==> config.mk <==
export PLATFORM = sky130hd
export DESIGN_NAME = letter_dropper
export DESIGN_NICKNAME = d
export VERILOG_FILES = /design/src/rtl/letter_dropper.sv
export SDC_FILE = /design/constraint.sdc
export NUM_CORES = 1
export LEC_CHECK = 0
export ABC_AREA = 1
export BUFFER_PORTS_ARGS = -buffer_cell sky130_fd_sc_hd__buf_2
export CAP_MARGIN = 20
export CORE_MARGIN = 5
export CORE_UTILIZATION = 65
export CTS_BUF_LIST = sky130_fd_sc_hd__clkbuf_4
export DETAILED_ROUTE_END_ITERATION = 8
export PLACE_DENSITY = 0.85
export SYNTH_ARGS = -nofsm -noshare
export SYNTH_HDL_FRONTEND = slang
export SYNTH_SLANG_ARGS = --single-unit
==> constraint.sdc <==
create_clock -name clock -period 10.45 [get_ports clock]
set_input_delay 0.5225 -clock clock [delete_from_list [all_inputs] [get_ports clock]]
set_output_delay 0.5225 -clock clock [all_outputs]
set_load 0.01 [all_outputs]
==> src/rtl/letter_dropper.sv <==
// Falling-byte game state for the framebuffer renderer: three slots spawn LFSR
// bytes at row 0, drop one row per fall tick, and clear on a matching guess.
module letter_dropper #(
  parameter int         TICK_DIV    = 2_500_000,
  parameter int         SPAWN_TICKS = 8,
  parameter int         FLOOR       = 22,
  parameter logic [7:0] SEED        = 8'hA5
) (
  input  logic       clock,
  input  logic       reset,
  input  logic [7:0] guess,
  input  logic       guess_valid,
  output logic [7:0] letter1,
  output logic [7:0] letter2,
  output logic [7:0] letter3,
  output logic [4:0] ypos1,
  output logic [4:0] ypos2,
  output logic [4:0] ypos3,
  output logic [7:0] score,
  output logic [1:0] lives,
  output logic       game_over
);

  localparam int TW = (TICK_DIV > 1) ? $clog2(TICK_DIV) : 1;
  localparam int SW = (SPAWN_TICKS > 1) ? $clog2(SPAWN_TICKS) : 1;
  localparam logic [TW-1:0] TICK_LAST  = TW'(TICK_DIV - 1);
  localparam logic [SW-1:0] SPAWN_LAST = SW'(SPAWN_TICKS - 1);
  localparam logic [4:0]    FLOOR_ROW  = 5'(FLOOR);
  localparam logic [7:0]    SEED_NZ    = (SEED == 8'h00) ? 8'h01 : SEED;

  // Galois form of x^8+x^6+x^5+x^4+1, shifting right.
  function automatic logic [7:0] lfsr_step(input logic [7:0] v);
    return v[0] ? ((v >> 1) ^ 8'hB8) : (v >> 1);
  endfunction

  function automatic logic [7:0] sat_inc8(input logic [7:0] v);
    return (v == 8'hFF) ? v : v + 8'd1;
  endfunction

  function automatic logic [1:0] sat_sub2(input logic [1:0] v, input logic [1:0] n);
    return (n >= v) ? 2'd0 : v - n;
  endfunction

  logic [2:0]    r_falling;
  logic [7:0]    r_letter [3];
  logic [4:0]    r_ypos   [3];
  logic [7:0]    r_score;
  logic [1:0]    r_lives;
  logic          r_game_over;
  logic [TW-1:0] r_tick_cnt;
  logic [SW-1:0] r_spawn_cnt;
  logic [7:0]    r_lfsr;

  logic [2:0]    w_falling_nxt;
  logic [7:0]    w_letter_nxt [3];
  logic [4:0]    w_ypos_nxt   [3];
  logic [7:0]    w_score_nxt;
  logic [1:0]    w_lives_nxt;
  logic          w_game_over_nxt;
  logic [TW-1:0] w_tick_cnt_nxt;
  logic [SW-1:0] w_spawn_cnt_nxt;
  logic [7:0]    w_lfsr_nxt;

  logic          w_tick;
  logic          w_spawn_try;
  logic          w_hit;
  logic [1:0]    w_hit_idx;
  logic [4:0]    w_best;
  logic [1:0]    w_misses;
  logic          w_placed;

  always_ff @(posedge clock) begin
    if (reset) begin
      r_falling   <= '0;
      for (int i = 0; i < 3; i++) begin
        r_letter[i] <= 8'd0;
        r_ypos[i]   <= FLOOR_ROW;
      end
      r_score     <= 8'd0;
      r_lives     <= 2'd3;
      r_game_over <= 1'b0;
      r_tick_cnt  <= '0;
      r_spawn_cnt <= '0;
      r_lfsr      <= SEED_NZ;
    end else begin
      r_falling   <= w_falling_nxt;
      for (int i = 0; i < 3; i++) begin
        r_letter[i] <= w_letter_nxt[i];
        r_ypos[i]   <= w_ypos_nxt[i];
      end
      r_score     <= w_score_nxt;
      r_lives     <= w_lives_nxt;
      r_game_over <= w_game_over_nxt;
      r_tick_cnt  <= w_tick_cnt_nxt;
      r_spawn_cnt <= w_spawn_cnt_nxt;
      r_lfsr      <= w_lfsr_nxt;
    end
  end

  always_comb begin
    w_tick      = (r_tick_cnt == TICK_LAST);
    w_spawn_try = w_tick && (r_spawn_cnt == SPAWN_LAST);

    // Hit arbitration on pre-tick state: deepest match wins, lower index on ties.
    w_hit     = 1'b0;
    w_hit_idx = 2'd0;
    w_best    = 5'd0;
    for (int i = 0; i < 3; i++) begin
      if (guess_valid && r_falling[i] && (r_letter[i] == guess) &&
          (!w_hit || (r_ypos[i] > w_best))) begin
        w_hit     = 1'b1;
        w_hit_idx = 2'(i);
        w_best    = r_ypos[i];
      end
    end

    w_falling_nxt = r_falling;
    w_misses      = 2'd0;
    for (int i = 0; i < 3; i++) begin
      w_letter_nxt[i] = r_letter[i];
      w_ypos_nxt[i]   = r_ypos[i];
      if (w_hit && (w_hit_idx == 2'(i))) begin
        w_falling_nxt[i] = 1'b0;
        w_ypos_nxt[i]    = FLOOR_ROW;
      end else if (w_tick && r_falling[i]) begin
        if ((r_ypos[i] + 5'd1) == FLOOR_ROW) begin
          w_falling_nxt[i] = 1'b0;
          w_ypos_nxt[i]    = FLOOR_ROW;
          w_misses         = w_misses + 2'd1;
        end else begin
          w_ypos_nxt[i] = r_ypos[i] + 5'd1;
        end
      end
    end

    // Spawn looks at post-hit/post-miss occupancy so freed slots refill at once.
    w_placed = 1'b0;
    for (int i = 0; i < 3; i++) begin
      if (w_spawn_try && !w_placed && !w_falling_nxt[i]) begin
        w_falling_nxt[i] = 1'b1;
        w_letter_nxt[i]  = r_lfsr;
        w_ypos_nxt[i]    = 5'd0;
        w_placed         = 1'b1;
      end
    end

    w_score_nxt     = w_hit ? sat_inc8(r_score) : r_score;
    w_lives_nxt     = sat_sub2(r_lives, w_misses);
    w_tick_cnt_nxt  = w_tick ? '0 : r_tick_cnt + TW'(1);
    w_spawn_cnt_nxt = r_spawn_cnt;
    if (w_tick) begin
      w_spawn_cnt_nxt = (r_spawn_cnt == SPAWN_LAST) ? '0 : r_spawn_cnt + SW'(1);
    end
    w_lfsr_nxt      = lfsr_step(r_lfsr);
    w_game_over_nxt = (r_lives == 2'd0);

    if (r_game_over) begin
      w_falling_nxt = r_falling;
      for (int i = 0; i < 3; i++) begin
        w_letter_nxt[i] = r_letter[i];
        w_ypos_nxt[i]   = r_ypos[i];
      end
      w_score_nxt     = r_score;
      w_lives_nxt     = r_lives;
      w_tick_cnt_nxt  = r_tick_cnt;
      w_spawn_cnt_nxt = r_spawn_cnt;
      w_lfsr_nxt      = r_lfsr;
      w_game_over_nxt = 1'b1;
    end
  end

  assign letter1   = r_letter[0];
  assign letter2   = r_letter[1];
  assign letter3   = r_letter[2];
  assign ypos1     = r_ypos[0];
  assign ypos2     = r_ypos[1];
  assign ypos3     = r_ypos[2];
  assign score     = r_score;
  assign lives     = r_lives;
  assign game_over = r_game_over;

endmodule

* After elaboration in Yosys (flattened, before gate mapping)
Memory sizes are Yosys's and may differ from the RTL's. Cells that the tools add are included.
Storage, ports and cells: memories 2, input port bits 11, RAM bits 39, output and inout bits 50, register bits 47, word-level logic and storage cells 135
Cells by class: $lt $le $gt $ge 3, muxes and demuxes 61, eq/ne operators 11, reductions and logical operators 33, add/sub/neg operators 9, bitwise logic cells 9
Memory list:
- r_letter | depth 3, bits a word 8, read ports 3, clocked after memory_dff 0, wr ports 3, RTL line 45 | logic [7:0] r_letter [3];
- r_ypos | depth 3, bits a word 5, read ports 3, clocked after memory_dff 0, wr ports 3, RTL line 46 | logic [4:0] r_ypos [3];
Operator list (number):
- 2-to-1 mux 5 bit | 17
- 2-to-1 mux 8 bit | 7
- 2-to-1 mux 1 bit | 25
- equality test 8 bit | 3
- 2-to-1 mux 24 bit | 1
- adder 22 x 1 -> 22 bit, second input constant | 1
- equality test 22 bit, second input constant | 1
- 2-to-1 mux 22 bit | 1
- logical AND 1 bit | 20
- 2-to-1 mux 2 bit | 8
- adder 5 x 1 -> 5 bit, second input constant | 3
- equality test 5 bit, second input constant | 3
- 2-to-1 mux 15 bit | 1
- > comparator 5 bit | 2
- adder 8 x 1 -> 8 bit, second input constant | 1
- equality test 8 bit, second input constant | 1
- zero test 1 bit | 7
- bitwise OR 1 bit | 6
- adder 2 x 1 -> 2 bit, second input constant | 2
- zero test 2 bit | 2
- inverter 3 -> 4 bit | 1
- adder 3 x 1 -> 3 bit, second input constant | 1
- equality test 3 bit, second input constant | 1
- 2-to-1 mux 3 bit | 1
- other kinds (8) | 10

* Depth between registers and ports, before layout
Gate-level depths: netlist of run 1. An unclocked memory read counts as a cell.
word-level depth 28, depth in mapped cells 42, depth with buffers taken out 42

* Worst setup path after synthesis of run 1
OpenSTA, ideal clock, no wires.
path kind input -> register, from input guess[3], to register r_lives[1] (netlist: lives[1]), arrival time 4.824 ns, required time 10.371 ns, slack 5.547 ns, path buffers 0, library setup time 0.079 ns, stages 41, path through inv_2 > nand2_1 > nand2_1 > nor2_1 > nand2_1 > nor2_1 > nand2_1 > inv_2 > nand2_1 > ha_1 > nand2_1 > nor2_1 > nand2_1 > nand3_1 > nand2_1 > nand2_1 > nand2_2 > inv_2 > [... 5 more ...] > inv_1 > o21ai_0 > nand3_1 > nand2_1 > nand2_1 > nand2_2 > nand3_1 > nand2_1 > inv_1 > ha_1 > nand4_1 > nand2_1 > xnor2_1 > inv_1 > ha_1 > fa_1 > a2111o_1 > o211ai_1
Between the ends: cells in the longest elaborated chain, start to end 24, elaborated cells on any way between the ends 39, classes of those cells add/sub (3); order compare (3); eq/ne (5); mux (15); reduce/logical (13)
RTL lines:
- from (decl) | RTL line 11 | input logic [7:0] guess,
- equality test 8 bit | RTL line 109 | if (guess_valid && r_falling[i] && (r_letter[i] == guess) &&
- logical AND 1 bit | RTL line 109
- 2-to-1 mux 5 bit / 2-to-1 mux 1 bit (equally long branches) | RTL line 109
- > comparator 5 bit / zero test 1 bit (equally long branches) | RTL line 110 | (!w_hit || (r_ypos[i] > w_best))) begin
- logical OR 1 bit | RTL line 110
- logical AND 1 bit | RTL line 109
- 2-to-1 mux 5 bit / 2-to-1 mux 1 bit (equally long branches) | RTL line 109
- > comparator 5 bit / zero test 1 bit (equally long branches) | RTL line 110
- [... 8 more ...]
- 2-to-1 mux 2 bit | RTL line 125 | end else if (w_tick && r_falling[i]) begin
- 2-to-1 mux 2 bit | RTL line 122 | if (w_hit && (w_hit_idx == 2'(i))) begin
- adder 2 x 1 -> 2 bit | RTL line 129 | w_misses = w_misses + 2'd1;
- 2-to-1 mux 2 bit | RTL line 126 | if ((r_ypos[i] + 5'd1) == FLOOR_ROW) begin
- 2-to-1 mux 2 bit | RTL line 125
- 2-to-1 mux 2 bit (*) | RTL line 122
- subtractor 2 bit / greater-or-equal comparator 2 bit (equally long branches) | RTL line 41 | return (n >= v) ? 2'd0 : v - n;
- 2-to-1 mux 2 bit (*) | RTL line 41
- to (signal assigned) | RTL line 92 | r_lives <= w_lives_nxt;
- to (decl) | RTL line 48 | logic [1:0] r_lives;
Mark *: on every way between the ends. The rest lies on a longest branch, timed or not. A chain may end at the register's enable or synchronous reset.

==> tab_implementation.tex, run 1 <==
\begin{tabular}{lr}
\hline
Metric & Value \\
\hline
\multicolumn{2}{l}{\textbf{Synth}} \\
\quad Post-synthesis average cell area & 6.578 sq um \\
\quad Area share of xor/xnor cells in the synthesized design & 4.853\% \\
\quad Number of instances in the synthesized netlist & 823 \\
\quad Syn Nets & 858 \\
\quad Count of yosys warnings during synthesis & 0 \\
\quad Post-synth ARST share & 0\% \\
\quad Sequential area share after synthesis & 31.80\% \\
\quad \#FFs+latches synth & 86 \\
\quad Biggest area contributors in the synthesized netlist & dfxtp\_1, nand2\_1, inv\_1, nor2\_1, nand3\_1 \\
\quad Count of flip-flops with a built-in enable after synthesis & 0 \\
\quad Largest family of logic cells by synthesized area & simple AND/OR/NAND/NOR gates \\
\quad Fraction of synthesized cell area taken by the top area cell type & 31.80\% \\
\quad Count of distinct cell types in the synthesized netlist & 49 \\
\quad Mux share of post-synthesis cell area & 0\% \\
\quad Synthesized-area fraction occupied by ao, oa, aoi and oai cells & 12.25\% \\
\quad Leading register cell type out of synthesis & dfxtp\_1 \\
\quad Simple-Gate Fraction of Synth Area & 35.06\% \\
\quad Synth Area in Adders & 5.685\% \\
\quad Library cell with the largest summed area after synthesis & dfxtp\_1 \\
\quad Cell area after technology mapping & 5414 sq um \\
\multicolumn{2}{l}{\textbf{Floorplanning}} \\
\quad Vertical extent of the die & 101.3 microns \\
\quad Area of the die & 10250 sq um \\
\quad Cell row count & 33 \\
\quad Io pins & 61 \\
\quad Effective utilization at floorplan & 66.22\% \\
\quad Die W & 101.3 microns \\
\quad Core region area & 8175 sq um \\
\multicolumn{2}{l}{\textbf{Pwr}} \\
\quad Leak pwr & 0.002776 uW \\
\quad P per Cell Area & 99.30 nW/um\^{}2 \\
\quad Worst supply voltage drop on vdd & 0.00007393 V \\
\multicolumn{2}{l}{\textbf{Final layout}} \\
\quad FF+latch area & 1722 sq um \\
\quad Filler Cells Inserted & 688 \\
\quad Combined area of the multi-input logic cells & 3132 sq um \\
\quad Syn-to-layout area delta & 9.915\% \\
\quad Fraction of final layout cells sized beyond drive strength 1 & 12.98\% \\
\quad Commonest non-fill, non-tap cell in the layout & nand2\_1 \\
\quad Count of nets after finishing & 917 \\
\quad Final antenna diode count & 0 \\
\quad Final core area utilization & 72.79\% \\
\quad Final instance count without filler cells & 991 \\
\quad Commonest cells after routing, fill and taps aside & nand2\_1, inv\_1, nor2\_1 \\
\multicolumn{2}{l}{\textbf{Min path}} \\
\quad Hold\_sp & r\_spawn\_cnt[1] \\
\quad Cell depth of the worst min-delay path & 2 \\
\quad Path type of the worst min-delay path & flip-flop to flip-flop \\
\multicolumn{2}{l}{\textbf{Routing}} \\
\quad Wire length on met3 & 1203 microns \\
\quad Post-detailed-route count of antenna-violating nets & 0 \\
\quad DRC & 0 \\
\quad Met1 wire length & 6275 microns \\
\quad Drt wl/cell & 14.58 microns \\
\quad Routed WL & 14440 microns \\
\quad Via count & 5533 \\
\quad Uppermost metal layer occupied by signal nets & met4 \\
\quad Total iterations of the first detailed-routing run & 5 \\
\quad Met2 routed wirelength & 6725 microns \\
\quad Initial DRC count & 382 \\
\quad Via density per instance & 5.583 \\
\multicolumn{2}{l}{\textbf{CTS}} \\
\quad Maximum clock insertion buffer count & 2 \\
\quad CTS tree & yes \\
\quad Post-CTS Hold Buffers & 0 \\
\quad Reg clk slew, reported paths & 140 ps \\
\quad Number of post-CTS setup repair buffers & 0 \\
\quad Latest clock arrival within the worst-skew pair & 440 ps \\
\quad Clk Tree Root Cell & clkbuf\_4 \\
\quad Number of buffers created by CTS & 9 \\
\quad Number of gates resized after cts & 0 \\
\quad H-Tree Level Count & 3 \\
\quad Num Clock Sinks & 86 \\
\multicolumn{2}{l}{\textbf{Critical path}} \\
\quad Most common cell type on the critical path & nand2\_1 \\
\quad R2R depth & 41 \\
\quad Worst-case register-to-register setup slack & 4900 ps \\
\quad Reg2Reg Capture Point & lives[1] \\
\quad Worst Path Max Fanout & 8 \\
\quad Worst path max stage delay & 400 ps \\
\quad Path type of the worst setup path & flip-flop to flip-flop \\
\quad WP data arrival & 5930 ps \\
\quad Required @ worst endpoint & 10820 ps \\
\quad End of the critical path & lives[1] \\
\quad Kind of capture point of the worst setup path & flip-flop \\
\quad R2R Path Start & r\_letter[0][5] \\
\quad Standard cell with the maximum stage delay on the critical path & fa\_1 \\
\quad Worst setup startpoint & r\_letter[0][5] \\
\quad Startpoint type of the worst setup path & flip-flop \\
\multicolumn{2}{l}{\textbf{Placed design}} \\
\quad Number of buffer cells added on primary ports & 60 \\
\quad Routability-driven placement congestion ratio & 1.000 \\
\quad Post-placement cell count & 976 \\
\quad Detailed placer's ending HPWL & 11170 microns \\
\multicolumn{2}{l}{\textbf{Global route}} \\
\quad Overflow left after global routing & 0 \\
\quad Overall global routing resource usage & 29.29\% \\
\quad Pin count of the biggest net entering global routing & 44 \\
\quad First-pass GRT wire length & 24210 microns \\
\quad Number of global-route vias before repair & 5112 \\
\quad Antenna violations before repair & 0 \\
\multicolumn{2}{l}{\textbf{Run}} \\
\quad Number of maximum-capacitance constraint violations & 0 \\
\multicolumn{2}{l}{\textbf{Timing}} \\
\quad Unrepaired setup endpoints after global routing & no \\
\quad Least-Margin Pin Slew & 649.6 ps \\
\quad Final Hold Viols & 0 \\
\quad Fmax & 0.1800 GHz \\
\quad Shortest clock period the worst path allows after layout & 5555 ps \\
\quad Final setup violating endpoints & 0 \\
\quad Slew headroom & 56.69\% \\
\quad Total negative slack for setup checks & 0 ps \\
\quad Smallest hold slack & 469.2 ps \\
\quad Final period utilization & 53.16\% \\
\quad Number of max-slew violations in the final report & 0 \\
\quad Final worst clock skew & 14.69 ps \\
\multicolumn{2}{l}{\textbf{Outcome}} \\
\quad Status & finished, final reports clean \\
\hline
\end{tabular}
## logic make-up after synthesis
logic type	after synthesis
buffers and inverters	143
AOI/OAI and AO/OA	116
and+or+nand+nor	424
adders and majority gates	24
DFF	86
xor gates and xnor gates	30
## metrics by stage
stage                     area, sq um  total power (uW)  worst slack [ps]
after global routing             5951             611.9              4352
after detailed placement         5791             376.7              4768
after CTS                        5951             592.6              4952
after global placement           5791             375.6              5038
final                            5951             590.9              4895
after floorplan                  5414             365.3              5547
## layout make-up
type	count	share of cell area (%)
clock buffer	9	1.135
tap	105	2.208
multi-input combinational	594	52.63
sequential	86	28.93
clock inverter	6	1.556
timing repair buffer	62	5.299
inverter	129	8.242
## flip-flops by register name (all words and copies together), names as in the netlist
signal,count
r_spawn_cnt,3
score,8
game_over,1
r_falling,3
r_letter,24
r_tick_cnt,22
r_lfsr,8
r_ypos,15
lives,2
## power breakdown
group | total [uW] | internal (uW) | switching, uW
sequential | 337 | 332 | 5.03
clock | 221 | 97.4 | 123
combinational | 33.5 | 10.9 | 22.6
## worst min path at each step
stage,to,slack [ps]
floorplan,r_spawn_cnt[1],430
global placement,r_spawn_cnt[2],440
detailed placement,r_spawn_cnt[1],450
CTS,r_spawn_cnt[1],470
global route,r_spawn_cnt[1],490
finish,r_spawn_cnt[1],470
## layer usage
layer | global-route usage, % | up-vias
met5 | 0 | -
met4 | 8.180 | 0
met3 | 4.201 | 31
met2 | 48.04 | 232
met1 | 40.31 | 2512
li1 | - | 2758
## synthesized netlist by cell type, types with 2 or more instances
cell and count:
clkinv_1 4, o211ai_1 5, buf_6 2, and2_1 2
a31oi_1 2, a211oi_1 3, dfxtp_1 86, xor2_1 15
xnor2_1 15, nand2_1 187, inv_2 11, a21oi_1 47
nand2_2 7, o21ai_1 9, o21ai_0 40, nor3_1 12
nor4_1 4, ha_1 23, inv_1 112, a211oi_2 3
nand3_2 2, nor2_1 109, nand3b_1 5, nand4_1 19
and3_1 2, clkbuf_1 8, nor2_4 3, buf_2 2
buf_1 2, nand3_1 63
## worst max-delay path, delay by kind of cell, from the launching register on
kind | cells | cell delay (ps)
AOI/OAI and AO/OA | 4 | 600
xor gates and xnor gates | 1 | 160
adders and majority gates | 5 | 1470
buffers and inverters | 7 | 570
DFF | 1 | 390
and+or+nand+nor | 24 | 2290
No activity file was read; power rests on OpenSTA's default activity.
==> run 2, diff against run 1 <==
--- a/config.mk
+++ b/config.mk
@@ -5,14 +5,14 @@
 export SDC_FILE = /design/constraint.sdc
 export NUM_CORES = 1
 export LEC_CHECK = 0
-export ABC_AREA = 1
+export ABC_AREA = 0
 export BUFFER_PORTS_ARGS = -buffer_cell sky130_fd_sc_hd__buf_2
 export CAP_MARGIN = 20
 export CORE_MARGIN = 5
-export CORE_UTILIZATION = 65
+export CORE_UTILIZATION = 55
 export CTS_BUF_LIST = sky130_fd_sc_hd__clkbuf_4
 export DETAILED_ROUTE_END_ITERATION = 8
-export PLACE_DENSITY = 0.85
+export PLACE_DENSITY = 0.77
 export SYNTH_ARGS = -nofsm -noshare
 export SYNTH_HDL_FRONTEND = slang
 export SYNTH_SLANG_ARGS = --single-unit
==> constraint.sdc (replaced) <==
create_clock -name clock -period 5.1 [get_ports clock]
set_input_delay 0.255 -clock clock [delete_from_list [all_inputs] [get_ports clock]]
set_output_delay 0.255 -clock clock [all_outputs]
set_load 0.01 [all_outputs]
==> run 2 against run 1 <==
Net effect: the flow now finishes with violations (negative setup slack); maximum frequency up 0.74%; first-iteration DRC count down 34%; clock skew up 17 ps; cell count down 19%; global-route usage down 5.5 points; count of clock-buffer cells in the layout up 1; critical path type unchanged; largest power group unchanged.
==> tab_implementation.tex, run 2 <==
\begin{tabular}{lr}
\hline
Metric & Value \\
\hline
\multicolumn{2}{l}{\textbf{Floorplanning}} \\
\quad Io pins & 61 (unchanged) \\
\quad Effective utilization at floorplan & 56.77\% (was 66.22\%) \\
\quad Area of the die & 11050 sq um (was 10250 sq um) \\
\quad Vertical extent of the die & 105.1 microns (was 101.3 microns) \\
\quad Die W & 105.1 microns (was 101.3 microns) \\
\quad Cell row count & 34 (was 33) \\
\quad Core region area & 8763 sq um (was 8175 sq um) \\
\multicolumn{2}{l}{\textbf{Final layout}} \\
\quad Final antenna diode count & 0 (unchanged) \\
\quad Syn-to-layout area delta & 26.61\% (was 9.915\%) \\
\quad Regs by FF count & r\_letter (24), r\_tick\_cnt (22), r\_ypos (15) (unchanged) \\
\quad Commonest non-fill, non-tap cell in the layout & dfxtp\_1 (was nand2\_1) \\
\quad Fraction of final layout cells sized beyond drive strength 1 & 29.64\% (was 12.98\%) \\
\quad Max reg flops & 24 (unchanged) \\
\quad Register with the most flip-flops & r\_letter (unchanged) \\
\quad Commonest cells after routing, fill and taps aside & dfxtp\_1, nor2\_1, buf\_4 (was nand2\_1, inv\_1, nor2\_1) \\
\quad Count of nets after finishing & 725 (was 917) \\
\multicolumn{2}{l}{\textbf{Timing}} \\
\quad Smallest hold slack & 418.2 ps (was 469.2 ps) \\
\quad Unrepaired setup endpoints after global routing & yes (was no) \\
\quad Fmax & 0.1814 GHz (was 0.1800 GHz) \\
\quad Final Hold Viols & 0 (unchanged) \\
\quad Shortest clock period the worst path allows after layout & 5514 ps (was 5555 ps) \\
\quad Slew headroom & 37.94\% (was 56.69\%) \\
\quad Least-Margin Pin Slew & 923.0 ps (was 649.6 ps) \\
\quad Number of max-slew violations in the final report & 0 (unchanged) \\
\quad Final worst clock skew & 32.14 ps (was 14.69 ps) \\
\quad Final worst setup slack & -414.1 ps (was 4895 ps) \\
\quad Final period utilization & 108.1\% (was 53.16\%) \\
\quad Final setup violating endpoints & 2 (was 0) \\
\multicolumn{2}{l}{\textbf{Placed design}} \\
\quad Number of buffer cells added on primary ports & 60 (unchanged) \\
\quad Detailed placer's ending HPWL & 9521 microns (was 11170 microns) \\
\quad DP Worst Slack & -433.0 ps (was 4768 ps) \\
\quad Routability-driven placement congestion ratio & 0.9497 (was 1.000) \\
\multicolumn{2}{l}{\textbf{Global route}} \\
\quad Antenna violations before repair & 1 (was 0) \\
\quad Met1 Use GR & 30.24\% (was 40.31\%) \\
\quad Pin count of the biggest net entering global routing & 68 (was 44) \\
\quad Overall global routing resource usage & 23.78\% (was 29.29\%) \\
\quad GR Layer Usage met2 & 40.24\% (was 48.04\%) \\
\quad Number of global-route vias before repair & 4643 (was 5112) \\
\quad Overflow left after global routing & 0 (unchanged) \\
\quad Highest-utilization routing layer at the global route stage & met2 (unchanged) \\
\quad First-pass GRT wire length & 22050 microns (was 24210 microns) \\
\quad Met3 global-route usage & 4.131\% (was 4.201\%) \\
\multicolumn{2}{l}{\textbf{Critical path}} \\
\quad Worst Path Max Fanout & 8 (unchanged) \\
\quad Startpoint type of the worst setup path & flip-flop (unchanged) \\
\quad WP data arrival & 5860 ps (was 5930 ps) \\
\quad R2R depth & 25 (was 41) \\
\quad Path type of the worst setup path & flip-flop to flip-flop (unchanged) \\
\quad R2R Path Start & r\_letter[0][3] (was r\_letter[0][5]) \\
\quad Kind of capture point of the worst setup path & flip-flop (unchanged) \\
\quad Reg2Reg Capture Point & lives[1] (unchanged) \\
\quad Required @ worst endpoint & 5450 ps (was 10820 ps) \\
\quad Worst-case register-to-register setup slack & -410 ps (was 4900 ps) \\
\multicolumn{2}{l}{\textbf{Run}} \\
\quad Number of maximum-capacitance constraint violations & 0 (unchanged) \\
\multicolumn{2}{l}{\textbf{Synth}} \\
\quad Count of distinct cell types in the synthesized netlist & 68 (was 49) \\
\quad Count of yosys warnings during synthesis & 0 (unchanged) \\
\quad Biggest area contributors in the synthesized netlist & dfxtp\_1, xor2\_1, nor2\_1, ha\_1, mux2i\_1 (was dfxtp\_1, nand2\_1, inv\_1, nor2\_1, nand3\_1) \\
\quad Most common cell in the netlist & dfxtp\_1 (was nand2\_1) \\
\quad Post-synthesis average cell area & 8.682 sq um (was 6.578 sq um) \\
\quad \#FFs+latches synth & 86 (unchanged) \\
\quad Fraction of synthesized cell area taken by the top area cell type & 34.61\% (was 31.80\%) \\
\quad Post-synth ARST share & 0\% (unchanged) \\
\quad Syn Nets & 608 (was 858) \\
\quad Count of flip-flops with a built-in enable after synthesis & 0 (unchanged) \\
\quad Sequential area share after synthesis & 34.61\% (was 31.80\%) \\
\quad Leading register cell type out of synthesis & dfxtp\_1 (unchanged) \\
\quad List of most frequent post-synthesis cells & dfxtp\_1, nor2\_1, xor2\_1 (was nand2\_1, inv\_1, nor2\_1) \\
\quad Number of instances in the synthesized netlist & 573 (was 823) \\
\quad Library cell with the largest summed area after synthesis & dfxtp\_1 (unchanged) \\
\quad Cell area after technology mapping & 4975 sq um (was 5414 sq um) \\
\multicolumn{2}{l}{\textbf{Routing}} \\
\quad Drt wl/cell & 16.56 microns (was 14.58 microns) \\
\quad Via count & 4699 (was 5533) \\
\quad Via density per instance & 5.852 (was 5.583) \\
\quad Total iterations of the first detailed-routing run & 5 (unchanged) \\
\quad Initial DRC count & 254 (was 382) \\
\quad Routed WL & 13300 microns (was 14440 microns) \\
\quad Post-detailed-route count of antenna-violating nets & 0 (unchanged) \\
\quad DRC & 0 (unchanged) \\
\multicolumn{2}{l}{\textbf{Pwr}} \\
\quad Leak pwr & 0.002738 uW (was 0.002776 uW) \\
\quad P per Cell Area & 187.9 nW/um\^{}2 (was 99.30 nW/um\^{}2) \\
\quad Worst supply voltage drop on vdd & 0.0001405 V (was 0.00007393 V) \\
\quad Power after layout & 1183 uW (was 590.9 uW) \\
\multicolumn{2}{l}{\textbf{CTS}} \\
\quad Maximum clock insertion buffer count & 2 (unchanged) \\
\quad Post-CTS Hold Buffers & 0 (unchanged) \\
\quad Latest clock arrival within the worst-skew pair & 470 ps (was 440 ps) \\
\quad CTS tree & yes (unchanged) \\
\quad Number of buffers created by CTS & 9 (unchanged) \\
\quad H-Tree Level Count & 3 (unchanged) \\
\quad Clk Tree Root Cell & clkbuf\_4 (unchanged) \\
\quad Reg clk slew, reported paths & 180 ps (was 140 ps) \\
\quad Num Clock Sinks & 86 (unchanged) \\
\multicolumn{2}{l}{\textbf{Min path}} \\
\quad Hold\_sp & reset (was r\_spawn\_cnt[1]) \\
\quad End point of the most critical hold path & r\_ypos[0][8] (was r\_spawn\_cnt[1]) \\
\quad Path type of the worst min-delay path & input port to flip-flop (was flip-flop to flip-flop) \\
\quad Cell depth of the worst min-delay path & 3 (was 2) \\
\multicolumn{2}{l}{\textbf{Outcome}} \\
\quad Status & finished with violations (was finished, final reports clean) \\
\quad Violated checks & negative setup slack \\
\hline
\end{tabular}
## run 2: changes by cell type after synthesis, moves of 16 or more
cell / previous run / this run
inv_1: 112 / 13
nor2_1: 109 / 81
a21oi_1: 47 / 31
xor2_1: 15 / 51
and3_1: 2 / 18
nand2_1: 187 / 43
nand3_1: 63 / 22
o21ai_0: 40 / 15
mux2i_1: 0 / 26
## run 2: what timing repair did
item | 4_1_cts | 5_1_grt
setup endpoints to repair | 3 | 7
buffers inserted | 5 | 7
gates resized for setup | 10 | 22
pin swaps | 12 | 21
## run 2: metal layers
metal | part of all wire (%) | vias up
li1 | - | 2254
met1 | 44 | 2265
met2 | 48 | 148
met3 | 5.5 | 30
met4 | 2.2 | 2
met5 | 0.098 | -
## run 2: cell type report
type	instances	area, sq um
Multi-Input combinational cell	448	3346
Fill cell	659	2465
Sequential cell	86	1727
Timing Repair Buffer	131	888.4
Tap cell	108	135.1
Clock buffer	10	75.07
Clock inverter	6	75.07
Inverter	14	52.55
## run 2: per-stage QoR
step,instances,TNS [ps],instance area (sq um),util (%)
CTS,795,-538.0,6117,69.80
floorplan,573,-431.8,5131,-
detailed placement,775,-741.1,5904,67.38
global route,803,-1465,6299,71.87
global placement,775,-355.3,5904,67.38
finish,803,-681.7,6299,71.87
## run 2: logic make-up after synthesis
kind of cell	after synthesis	synth area share [%]
AOI/OAI and AO/OA	99	14.31
xor gates and xnor gates	62	10.92
adders and majority gates	24	6.187
buffers and inverters	39	3.320
DFF	86	34.61
muxes	27	5.458
and+or+nand+nor	236	25.20
## run 2: how the worst max path moves through the flow
stage / startpoint / end / slack, ps
after floorplan: r_letter[0][1] / lives[1] / -360
after global placement: guess[1] / lives[1] / -250
after detailed placement: guess[1] / lives[1] / -430
after CTS: r_letter[0][4] / lives[1] / -380
after global routing: r_letter[0][3] / lives[1] / -670
final: r_letter[0][3] / lives[1] / -410
## run 2: worst max-delay path, cell delays in order (launching register included)
cell and delay, ps:
dfxtp_2 370, xor2_2 170, nor4_2 280, and3_4 330, nand2_4 80, ha_4 290
nand4_1 100, o221a_2 290, o2111ai_2 210, and2_4 200, buf_8 130, nor2_2 40
a21oi_2 100, ha_1 260, nand4_1 170, nor2_2 60, nand4b_4 170, o211a_1 280
nor3_2 210, ha_1 280, mux2i_1 190, xor2_1 100, ha_2 190, fa_2 560
a2111oi_4 40, a211o_1 280
## run 2: power breakdown
part | internal [uW] | leakage (uW) | switching, uW
registers | 680 | 0.000698 | 12.9
clock network | 165 | 0.0000852 | 272
logic | 24.0 | 0.00195 | 29.6
total | 869 | 0.00274 | 314
==> run 3, diff against run 2 <==
--- a/config.mk
+++ b/config.mk
@@ -5,7 +5,7 @@
 export SDC_FILE = /design/constraint.sdc
 export NUM_CORES = 1
 export LEC_CHECK = 0
-export ABC_AREA = 0
+export ABC_AREA = 1
 export BUFFER_PORTS_ARGS = -buffer_cell sky130_fd_sc_hd__buf_2
 export CAP_MARGIN = 20
 export CORE_MARGIN = 5
==> run 3 against run 2 <==
Net effect: the flow now finishes without violations; clock power down 18%; worst hold slack got worse by 98 ps; sequential power is essentially flat; critical path depth grew 14; sequential cell count unchanged; global-route usage increased by 1.5 points.
==> tab_implementation.tex, run 3 (synthesis results as in run 1) <==
\begin{tabular}{lr}
\hline
Metric & Value \\
\hline
\multicolumn{2}{l}{\textbf{Timing}} \\
\quad Final period utilization & 97.72\% (was 108.1\%) \\
\quad Shortest clock period the worst path allows after layout & 4984 ps (was 5514 ps) \\
\quad Unrepaired setup endpoints after global routing & yes (unchanged) \\
\quad Number of max-slew violations in the final report & 0 (unchanged) \\
\quad Final Hold Viols & 0 (unchanged) \\
\quad Final worst clock skew & 26.28 ps (was 32.14 ps) \\
\quad Least-Margin Pin Slew & 678.0 ps (was 923.0 ps) \\
\quad Final setup violating endpoints & 0 (was 2) \\
\quad Slew headroom & 54.80\% (was 37.94\%) \\
\quad Fmax & 0.2006 GHz (was 0.1814 GHz) \\
\quad Final worst setup slack & 116.1 ps (was -414.1 ps) \\
\multicolumn{2}{l}{\textbf{Global route}} \\
\quad First-pass GRT wire length & 24160 microns (was 22050 microns) \\
\quad Number of global-route vias before repair & 5262 (was 4643) \\
\quad Antenna violations before repair & 0 (was 1) \\
\quad Met3 global-route usage & 4.440\% (was 4.131\%) \\
\quad Overall global routing resource usage & 25.30\% (was 23.78\%) \\
\quad Met1 Use GR & 33.88\% (was 30.24\%) \\
\quad GR Layer Usage met2 & 40.88\% (was 40.24\%) \\
\quad Highest-utilization routing layer at the global route stage & met2 (unchanged) \\
\quad Pin count of the biggest net entering global routing & 44 (was 68) \\
\quad Overflow left after global routing & 0 (unchanged) \\
\multicolumn{2}{l}{\textbf{CTS}} \\
\quad H-Tree Level Count & 3 (unchanged) \\
\quad Number of buffers created by CTS & 9 (unchanged) \\
\quad CTS tree & yes (unchanged) \\
\quad Maximum clock insertion buffer count & 2 (unchanged) \\
\quad Latest clock arrival within the worst-skew pair & 460 ps (was 470 ps) \\
\quad Clk Tree Root Cell & clkbuf\_4 (unchanged) \\
\quad Num Clock Sinks & 86 (unchanged) \\
\quad Reg clk slew, reported paths & 150 ps (was 180 ps) \\
\multicolumn{2}{l}{\textbf{Pwr}} \\
\quad Worst supply voltage drop on vdd & 0.0001209 V (was 0.0001405 V) \\
\quad Leak pwr & 0.002854 uW (was 0.002738 uW) \\
\quad P per Cell Area & 179.2 nW/um\^{}2 (was 187.9 nW/um\^{}2) \\
\multicolumn{2}{l}{\textbf{Routing}} \\
\quad Via density per instance & 5.415 (was 5.852) \\
\quad Total iterations of the first detailed-routing run & 5 (unchanged) \\
\quad Routed WL & 14980 microns (was 13300 microns) \\
\quad Via count & 5583 (was 4699) \\
\quad Drt wl/cell & 14.53 microns (was 16.56 microns) \\
\quad Initial DRC count & 332 (was 254) \\
\quad Post-detailed-route count of antenna-violating nets & 0 (unchanged) \\
\quad DRC & 0 (unchanged) \\
\multicolumn{2}{l}{\textbf{Floorplanning}} \\
\quad Vertical extent of the die & 109.2 microns (was 105.1 microns) \\
\quad Area of the die & 11930 sq um (was 11050 sq um) \\
\quad Die W & 109.2 microns (was 105.1 microns) \\
\quad Cell row count & 36 (was 34) \\
\quad Io pins & 61 (unchanged) \\
\quad Effective utilization at floorplan & 55.90\% (was 56.77\%) \\
\quad Core region area & 9684 sq um (was 8763 sq um) \\
\multicolumn{2}{l}{\textbf{Final layout}} \\
\quad Count of nets after finishing & 929 (was 725) \\
\quad Syn-to-layout area delta & 15.41\% (was 26.61\%) \\
\quad Register with the most flip-flops & r\_letter (unchanged) \\
\quad Fraction of final layout cells sized beyond drive strength 1 & 19.04\% (was 29.64\%) \\
\quad Commonest non-fill, non-tap cell in the layout & nand2\_1 (was dfxtp\_1) \\
\quad Max reg flops & 24 (unchanged) \\
\quad Regs by FF count & r\_letter (24), r\_tick\_cnt (22), r\_ypos (15) (unchanged) \\
\quad Commonest cells after routing, fill and taps aside & nand2\_1, inv\_1, nor2\_1 (was dfxtp\_1, nor2\_1, buf\_4) \\
\quad Final core area utilization & 64.52\% (was 71.87\%) \\
\quad Final antenna diode count & 0 (unchanged) \\
\multicolumn{2}{l}{\textbf{Critical path}} \\
\quad Standard cell with the maximum stage delay on the critical path & dfxtp\_2 (was fa\_2) \\
\quad WP data arrival & 5370 ps (was 5860 ps) \\
\quad Kind of capture point of the worst setup path & flip-flop (unchanged) \\
\quad Path type of the worst setup path & flip-flop to flip-flop (unchanged) \\
\quad Required @ worst endpoint & 5490 ps (was 5450 ps) \\
\quad Worst Path Max Fanout & 7 (was 8) \\
\quad Worst path max stage delay & 380 ps (was 560 ps) \\
\quad Startpoint type of the worst setup path & flip-flop (unchanged) \\
\multicolumn{2}{l}{\textbf{Placed design}} \\
\quad Routability-driven placement congestion ratio & 0.9712 (was 0.9497) \\
\quad Detailed placer's ending HPWL & 10930 microns (was 9521 microns) \\
\quad Number of buffer cells added on primary ports & 60 (unchanged) \\
\quad DP Worst Slack & -94.18 ps (was -433.0 ps) \\
\multicolumn{2}{l}{\textbf{Min path}} \\
\quad Path type of the worst min-delay path & input port to flip-flop (unchanged) \\
\multicolumn{2}{l}{\textbf{Run}} \\
\quad Number of maximum-capacitance constraint violations & 0 (unchanged) \\
\multicolumn{2}{l}{\textbf{Outcome}} \\
\quad Status & finished, final reports clean (was finished with violations) \\
\hline
\end{tabular}
## run 3: cell types whose count changed in the layout (fill, tap and decap cells not counted), moves of 15 or more
cell and change:
a21oi_1 +20, and3_1 -15, buf_4 -49, inv_1 +94, mux2i_1 -26, nand2_1 +134
nand2_2 +16, nand3_1 +40, nor2_1 +29, o21ai_0 +22, xor2_1 -35
## run 3: final timing paths
kind	from	to	slack [ps]	depth (start not counted)
min	reset	r_tick_cnt[20]	320	2
min reg2reg	r_spawn_cnt[2]	r_spawn_cnt[2]	460	2
max	r_letter[0][4]	lives[1]	120	39
max reg2reg	r_letter[0][4]	lives[1]	120	39
## run 3: stage by stage
step	area [sq um]	power [uW]	hold WS (ps)	std cells	setup TNS (ps)
2_1_floorplan	5414	748.5	427.6	823	0
3_3_place_gp	5856	770.4	436.8	1008	0
3_5_place_dp	5856	772.2	445.9	1008	-94.18
4_1_cts	5984	1123	307.0	1023	0
5_1_grt	6248	1165	319.5	1031	-350.5
6_report	6248	1119	320.1	1031	0
## run 3: timing repair
action	4_1_cts	5_1_grt
resized for setup	6	53
pin swaps	1	12
endpoints found under the setup margin	1	3
hold buffers	0	0
setup buffers	0	8
hold endpoints to repair	0	0
## run 3: routing by layer
layer	vias up	wire length, microns
li1	2793	-
met1	2556	6553
met2	201	7026
met3	33	1109
met4	0	292
met5	-	0
## run 3: cell type report
class                           instances  area [sq um]
Fill cell                             889          3436
Multi-Input combinational cell        594          3328
Sequential cell                        86          1730
Inverter                              129         498.0
Timing Repair Buffer                   74         409.1
Tap cell                              133         166.4
Clock buffer                            9         67.56
Clock inverter                          6         48.80
## run 3: critical path: cells and delay by family (launching register included)
kind                       cells  cell delay (ps)
AOI/OAI and AO/OA              3              480
xor gates and xnor gates       1              120
adders and majority gates      5             1370
buffers and inverters          7              480
DFF                            1              380
and+or+nand+nor               23             2070
## run 3: where the power goes
part	internal [uW]	leakage [uW]	switching, uW	total [uW]
registers	680	0.000700	11.8	692
logic	23.0	0.00210	46.6	69.7
clock network	101	0.0000546	258	358
total	803	0.00285	316	1120
